===== config.mk =====
export PLATFORM = sky130hd
export DESIGN_NAME = cmp_pipe_flat
export DESIGN_NICKNAME = d
export VERILOG_FILES = /design/src/rtl/cmp_pipe_if.sv /design/src/rtl/cmp_pipe.sv /design/src/flat_wrapper.sv
export SDC_FILE = /design/constraint.sdc
export NUM_CORES = 1
export LEC_CHECK = 0
export BUFFER_PORTS_ARGS = -buffer_cell sky130_fd_sc_hd__buf_2
export CAP_MARGIN = 0
export CORE_ASPECT_RATIO = 2
export CORE_UTILIZATION = 45
export DETAILED_ROUTE_END_ITERATION = 8
export PLACE_DENSITY_LB_ADDON = 0.05
export SLEW_MARGIN = 30
export SYNTH_ARGS = -nofsm -noshare
export SYNTH_HDL_FRONTEND = slang
export SYNTH_SLANG_ARGS = --single-unit

===== constraint.sdc =====
create_clock -name clk -period 3.8 [get_ports clk]
set_input_delay 0 -clock clk [delete_from_list [all_inputs] [get_ports clk]]
set_output_delay 0 -clock clk [all_outputs]
set_load 0.005 [all_outputs]

===== src/rtl/cmp_pipe_if.sv =====
// Bundle of the cmp_pipe streaming signals: operands/opcode in with a valid/ready
// handshake, comparison result out with its own valid/ready, plus the true-result count.
interface cmp_pipe_if #(
  parameter int WIDTH = 32,
  parameter int CNT_W = 16
);
  logic [WIDTH-1:0] in_a;
  logic [WIDTH-1:0] in_b;
  logic [2:0]       in_op;
  logic             in_signed;
  logic             in_valid;
  logic             in_ready;
  logic             out_z;
  logic             out_err;
  logic             out_valid;
  logic             out_ready;
  logic [CNT_W-1:0] true_count;

  modport master (
    output in_a, in_b, in_op, in_signed, in_valid, out_ready,
    input  in_ready, out_z, out_err, out_valid, true_count
  );

  modport slave (
    input  in_a, in_b, in_op, in_signed, in_valid, out_ready,
    output in_ready, out_z, out_err, out_valid, true_count
  );
endinterface


===== src/rtl/cmp_pipe.sv =====
// Pipelined WIDTH-bit comparator: result is computed combinationally, then carried
// through STAGES valid/payload registers; counts delivered results that were true.
module cmp_pipe #(
  parameter int WIDTH  = 32,
  parameter int STAGES = 2,
  parameter int CNT_W  = 16
) (
  input  logic      clk,
  input  logic      rst,
  cmp_pipe_if.slave bus
);
  localparam logic [CNT_W-1:0] CNT_MAX = {CNT_W{1'b1}};

  // Returns {z, err}; EQ/NE look only at equality so they ignore the signed flag.
  function automatic logic [1:0] cmp_result(
    input logic [WIDTH-1:0] a,
    input logic [WIDTH-1:0] b,
    input logic [2:0]       op,
    input logic             sgn
  );
    logic lt;
    logic eq;
    eq = (a == b);
    if (sgn) begin
      lt = ($signed(a) < $signed(b));
    end else begin
      lt = (a < b);
    end
    case (op)
      3'd0:    cmp_result = {lt, 1'b0};
      3'd1:    cmp_result = {lt | eq, 1'b0};
      3'd2:    cmp_result = {eq, 1'b0};
      3'd3:    cmp_result = {~eq, 1'b0};
      3'd4:    cmp_result = {~(lt | eq), 1'b0};
      3'd5:    cmp_result = {~lt, 1'b0};
      default: cmp_result = 2'b01;
    endcase
  endfunction

  logic [STAGES-1:0] valid_q, valid_d;
  logic [STAGES-1:0] z_q, z_d;
  logic [STAGES-1:0] err_q, err_d;
  logic [CNT_W-1:0]  cnt_q, cnt_d;
  logic              advance_s;
  logic              res_z_s;
  logic              res_err_s;
  logic              deliver_true_s;

  // Shift register advance; payload entering stage 0 is gated by in_valid so
  // bubbles always carry z=0/err=0 and the output reads 0 when not valid.
  always_comb begin
    advance_s = ~valid_q[STAGES-1] | bus.out_ready;
    {res_z_s, res_err_s} = cmp_result(bus.in_a, bus.in_b, bus.in_op, bus.in_signed);
    valid_d = valid_q;
    z_d     = z_q;
    err_d   = err_q;
    if (advance_s) begin
      valid_d = STAGES'({valid_q, bus.in_valid});
      z_d     = STAGES'({z_q, bus.in_valid & res_z_s});
      err_d   = STAGES'({err_q, bus.in_valid & res_err_s});
    end else begin
      valid_d = valid_q;
      z_d     = z_q;
      err_d   = err_q;
    end
  end

  // Saturating count of true results handed to the consumer.
  always_comb begin
    deliver_true_s = valid_q[STAGES-1] & bus.out_ready & z_q[STAGES-1];
    cnt_d = cnt_q;
    if (deliver_true_s && (cnt_q != CNT_MAX)) begin
      cnt_d = cnt_q + CNT_W'(1);
    end else begin
      cnt_d = cnt_q;
    end
  end

  // State registers with synchronous reset.
  always_ff @(posedge clk) begin
    if (rst) begin
      valid_q <= {STAGES{1'b0}};
      z_q     <= {STAGES{1'b0}};
      err_q   <= {STAGES{1'b0}};
      cnt_q   <= {CNT_W{1'b0}};
    end else begin
      valid_q <= valid_d;
      z_q     <= z_d;
      err_q   <= err_d;
      cnt_q   <= cnt_d;
    end
  end

  // Ready is forced high during reset: the pipeline is being emptied anyway.
  assign bus.in_ready   = advance_s | rst;
  assign bus.out_valid  = valid_q[STAGES-1];
  assign bus.out_z      = z_q[STAGES-1];
  assign bus.out_err    = err_q[STAGES-1];
  assign bus.true_count = cnt_q;
endmodule


===== src/flat_wrapper.sv =====
// flat-port wrapper written by rule: the top's interface ports become plain ports
module cmp_pipe_flat 
#(
  parameter int WIDTH  = 32,
  parameter int STAGES = 2,
  parameter int CNT_W  = 16
)
  (clk, rst, bus_in_a, bus_in_b, bus_in_op, bus_in_signed, bus_in_valid, bus_out_ready, bus_in_ready, bus_out_z, bus_out_err, bus_out_valid, bus_true_count);
  cmp_pipe_if #(.WIDTH(WIDTH), .CNT_W(CNT_W)) bus_i ();
  input  logic clk;
  input  logic rst;
  input wire logic [$bits(bus_i.in_a)-1:0] bus_in_a;
  input wire logic [$bits(bus_i.in_b)-1:0] bus_in_b;
  input wire logic [$bits(bus_i.in_op)-1:0] bus_in_op;
  input wire logic [$bits(bus_i.in_signed)-1:0] bus_in_signed;
  input wire logic [$bits(bus_i.in_valid)-1:0] bus_in_valid;
  input wire logic [$bits(bus_i.out_ready)-1:0] bus_out_ready;
  output wire logic [$bits(bus_i.in_ready)-1:0] bus_in_ready;
  output wire logic [$bits(bus_i.out_z)-1:0] bus_out_z;
  output wire logic [$bits(bus_i.out_err)-1:0] bus_out_err;
  output wire logic [$bits(bus_i.out_valid)-1:0] bus_out_valid;
  output wire logic [$bits(bus_i.true_count)-1:0] bus_true_count;
  assign bus_i.in_a = bus_in_a;
  assign bus_i.in_b = bus_in_b;
  assign bus_i.in_op = bus_in_op;
  assign bus_i.in_signed = bus_in_signed;
  assign bus_i.in_valid = bus_in_valid;
  assign bus_i.out_ready = bus_out_ready;
  assign bus_in_ready = bus_i.in_ready;
  assign bus_out_z = bus_i.out_z;
  assign bus_out_err = bus_i.out_err;
  assign bus_out_valid = bus_i.out_valid;
  assign bus_true_count = bus_i.true_count;
  cmp_pipe #(.WIDTH(WIDTH), .STAGES(STAGES), .CNT_W(CNT_W)) u_core (.clk(clk), .rst(rst), .bus(bus_i));
endmodule

==> results.sh <==
export IMPL_status="completed"
export IMPL_synth_area_per_cell_um2=8.04
export IMPL_gp_congestion=0.754
export IMPL_finalSetupViolations=0
export IMPL_first_global_vias=1795
export IMPL_grt_max_degree=22
export IMPL_dpl_cell_count=378
export IMPL_arrival_ns=2.05
export IMPL_cts_buffers=3
export IMPL_p_sw_w=0.000139
export IMPL_p_int_w=0.000378
export IMPL_worst_setup_path_type="reg2reg"
export IMPL_path_delay_family="compound AO/OA/AOI/OAI gates"
export IMPL_cts_max_path_buffers=2
export IMPL_vias=1970
export IMPL_yosysUniqueCellTypes=42
export IMPL_grt_pass1_wl_um=6640
export IMPL_critical_path_cell_chain="ha_1 > nand2_1 > nor4_2 > a2111oi_2 > nand4_1 > xor2_1 > nor2_1"
export IMPL_wl_per_cell_um=11.4
export IMPL_finalPower_w=0.000517
export IMPL_area_growth_pct=28.8
export IMPL_die_x_um=48.1
export IMPL_clk_latency_ns=0.26
export IMPL_rsz0062_at_grt="no"
export IMPL_viasPerCell=5.17
export IMPL_syn_nets=343
export IMPL_wl_um=4330
export IMPL_post_route_period_util_pct=50.3
export IMPL_clock_root_buffer="clkbuf_8"
export IMPL_skew_ns=0.00313
export IMPL_yosysTopAreaCell="dfxtp_1"
export IMPL_drive_above_1_share_pct=30.1
export IMPL_antenna_found_initial=0
export IMPL_ys_ff_latch=22
export IMPL_yosysSeqAreaShare_pct=23.0
export IMPL_hold_ws_ns=0.0274
export IMPL_async_flop_share_pct=0
export IMPL_max_slew_margin_pct=54.2
export IMPL_syn_area_um2=1910
export IMPL_clk_pin_slew_ns=0.07
export IMPL_die_h_um=94.2
export IMPL_ir_drop_v=0.000225
export IMPL_drv_slew=0
export IMPL_rows=33
export IMPL_antenna_left=0
export IMPL_slowest_delay_ns=0.64
export IMPL_startpoint_type="flip-flop"
export IMPL_swShare_pct=26.9
export IMPL_power_density_nw_per_um2=210
export IMPL_synth_edf_count=0
export IMPL_path_buf_inv=0
export IMPL_clock_sinks=22
export IMPL_instances_no_fill=381
export IMPL_final_setup_tns_ns=0
export IMPL_drc_errors=0
export IMPL_crit_required_ns=3.94
export IMPL_io_pins=92
export IMPL_hp_class="in2reg"
export IMPL_synth_area_leaders="dfxtp_1 23%, ha_1 22%, inv_1 6.7%"
export IMPL_maxCapViolations=0
export IMPL_leakage_nw=1.30
export IMPL_critPathMaxFanout=5
export IMPL_worst_pin_slew_ns=0.670
export IMPL_dieArea_um2=4530
export IMPL_portBuffers=91
export IMPL_initial_core_util_pct=46.8
export IMPL_worstSetupEndpointType="flip-flop"
export IMPL_track_usage_pct=19.5
export IMPL_cts_htree_levels=1
export IMPL_period_minus_slack_ns=1.91
export IMPL_cts_resized_gates=0
export IMPL_synth_top_flop_cell="dfxtp_1"
export IMPL_synth_top_area_share_pct=23.0
export IMPL_place_ws_ns=1.79
export IMPL_fin_nets=436
export IMPL_power_share_clock_pct=26.8
export IMPL_post_cts_setup_buffers=0
export IMPL_yosysMostFrequentCell="inv_1"
export IMPL_synth_cells=238
export IMPL_fmax_ghz=0.523
export IMPL_yosysWarningCount=0
export IMPL_crit_path_top_delay_cell="a2111oi_2"
export IMPL_comb_power_share_pct=26.9
export IMPL_dpl_hpwl_um=3730
export IMPL_ctsHoldBuffers=0
export IMPL_drt_pass1_iter_count=4
export IMPL_n_antenna_cell=0
export IMPL_pwr_share_seq_pct=46.3
export IMPL_synthTopCellsByCount="34 x inv_1, 33 x ha_1, 22 x dfxtp_1, 22 x nor2_1, 16 x a21oi_1"
export IMPL_drtIter0Drc=20
export IMPL_hold_violations=0
export IMPL_coreArea_um2=4090
export IMPL_tritoncts="built"
export IMPL_layout_setup_ws_ns=1.89
export IMPL_overflow=0
-- layout make-up --
cell class / instances / area (um^2)
flip-flops and latches: 22 / 440
repair buffers: 91 / 455
fillers: 437 / 1620
inverters: 34 / 128
multi-input cells: 179 / 1330
clock buffers: 3 / 41.3
well taps: 52 / 65.1
-- stage by stage --
step / utilization (%) / cell area (um^2)
CTS: 60.3 / 2460
global route: 60.3 / 2460
finish: 60.3 / 2460
floorplan: - / 1910
detailed placement: 59.3 / 2420
global placement: 59.3 / 2420
-- metal layers --
layer	track usage (%)	vias up	wire length, um
met2	39.8	50	2480
met1	17.9	884	1650
met5	0	-	0
met4	6.02	0	53
li1	-	1031	-
met3	0.962	5	151
-- worst paths after layout --
path	start	to	slack, ns	cells after the start
setup / recovery	u_core.bus.true_count[0]	u_core.bus.true_count[9]	1.89	7
hold reg to reg	u_core.valid_q[0]	u_core.valid_q[0]	0.46	1
setup reg to reg	u_core.bus.true_count[0]	u_core.bus.true_count[9]	1.89	7
hold / removal	bus_in_op[2]	u_core.err_q[0]	0.03	2
-- state kept, by name (all words and copies together), names as in the netlist --
name and cells:
u_core.valid_q 2, u_core.err_q 2, u_core.z_q 2, u_core.bus.true_count 16
-- power groups by stage --
| stage | logic (W) | registers, W | clock network (W) |
|---|---|---|---|
| floorplan | 0.0000826 | 0.000244 | 0 |
| global placement | 0.000139 | 0.000245 | 0 |
| detailed placement | 0.000140 | 0.000245 | 0 |
| CTS | 0.000141 | 0.000239 | 0.000142 |
| global route | 0.000162 | 0.000240 | 0.000149 |
| finish | 0.000139 | 0.000239 | 0.000139 |
-- cells in the final DEF, fill, tap and decap left out, drive strengths merged --
master,instances
xnor2,5
o41ai,1
a2111oi,4
xor2,7
or2,1
nand2,13
nand4,10
a32o,1
nand3b,2
a221oi,1
dfxtp,22
o41a,1
clkbuf,3
a21o,5
nand2b,3
and2b,1
nand3,11
a22o,1
nor3,4
and4bb,1
buf,91
mux2i,3
o21ai,9
a211oi,1
a32oi,1
inv,34
nand4b,1
or3,4
a21oi,16
nor2b,5
ha,33
and3,2
nor2,22
a221o,1
and4,2
a2111o,1
o211ai,1
nor4,5
-- cell families after synthesis --
| family | count (synthesis) | share of synthesized area (%) |
|---|---|---|
| flops | 22 | 23.0 |
| compound gates | 44 | 15.8 |
| fa+ha+maj | 33 | 21.6 |
| buf+inv | 37 | 7.26 |
| simple gates | 87 | 25.2 |
| mux | 3 | 1.57 |
| xor+xnor | 12 | 5.49 |
Note: power is estimated with default switching activity, not from simulation.
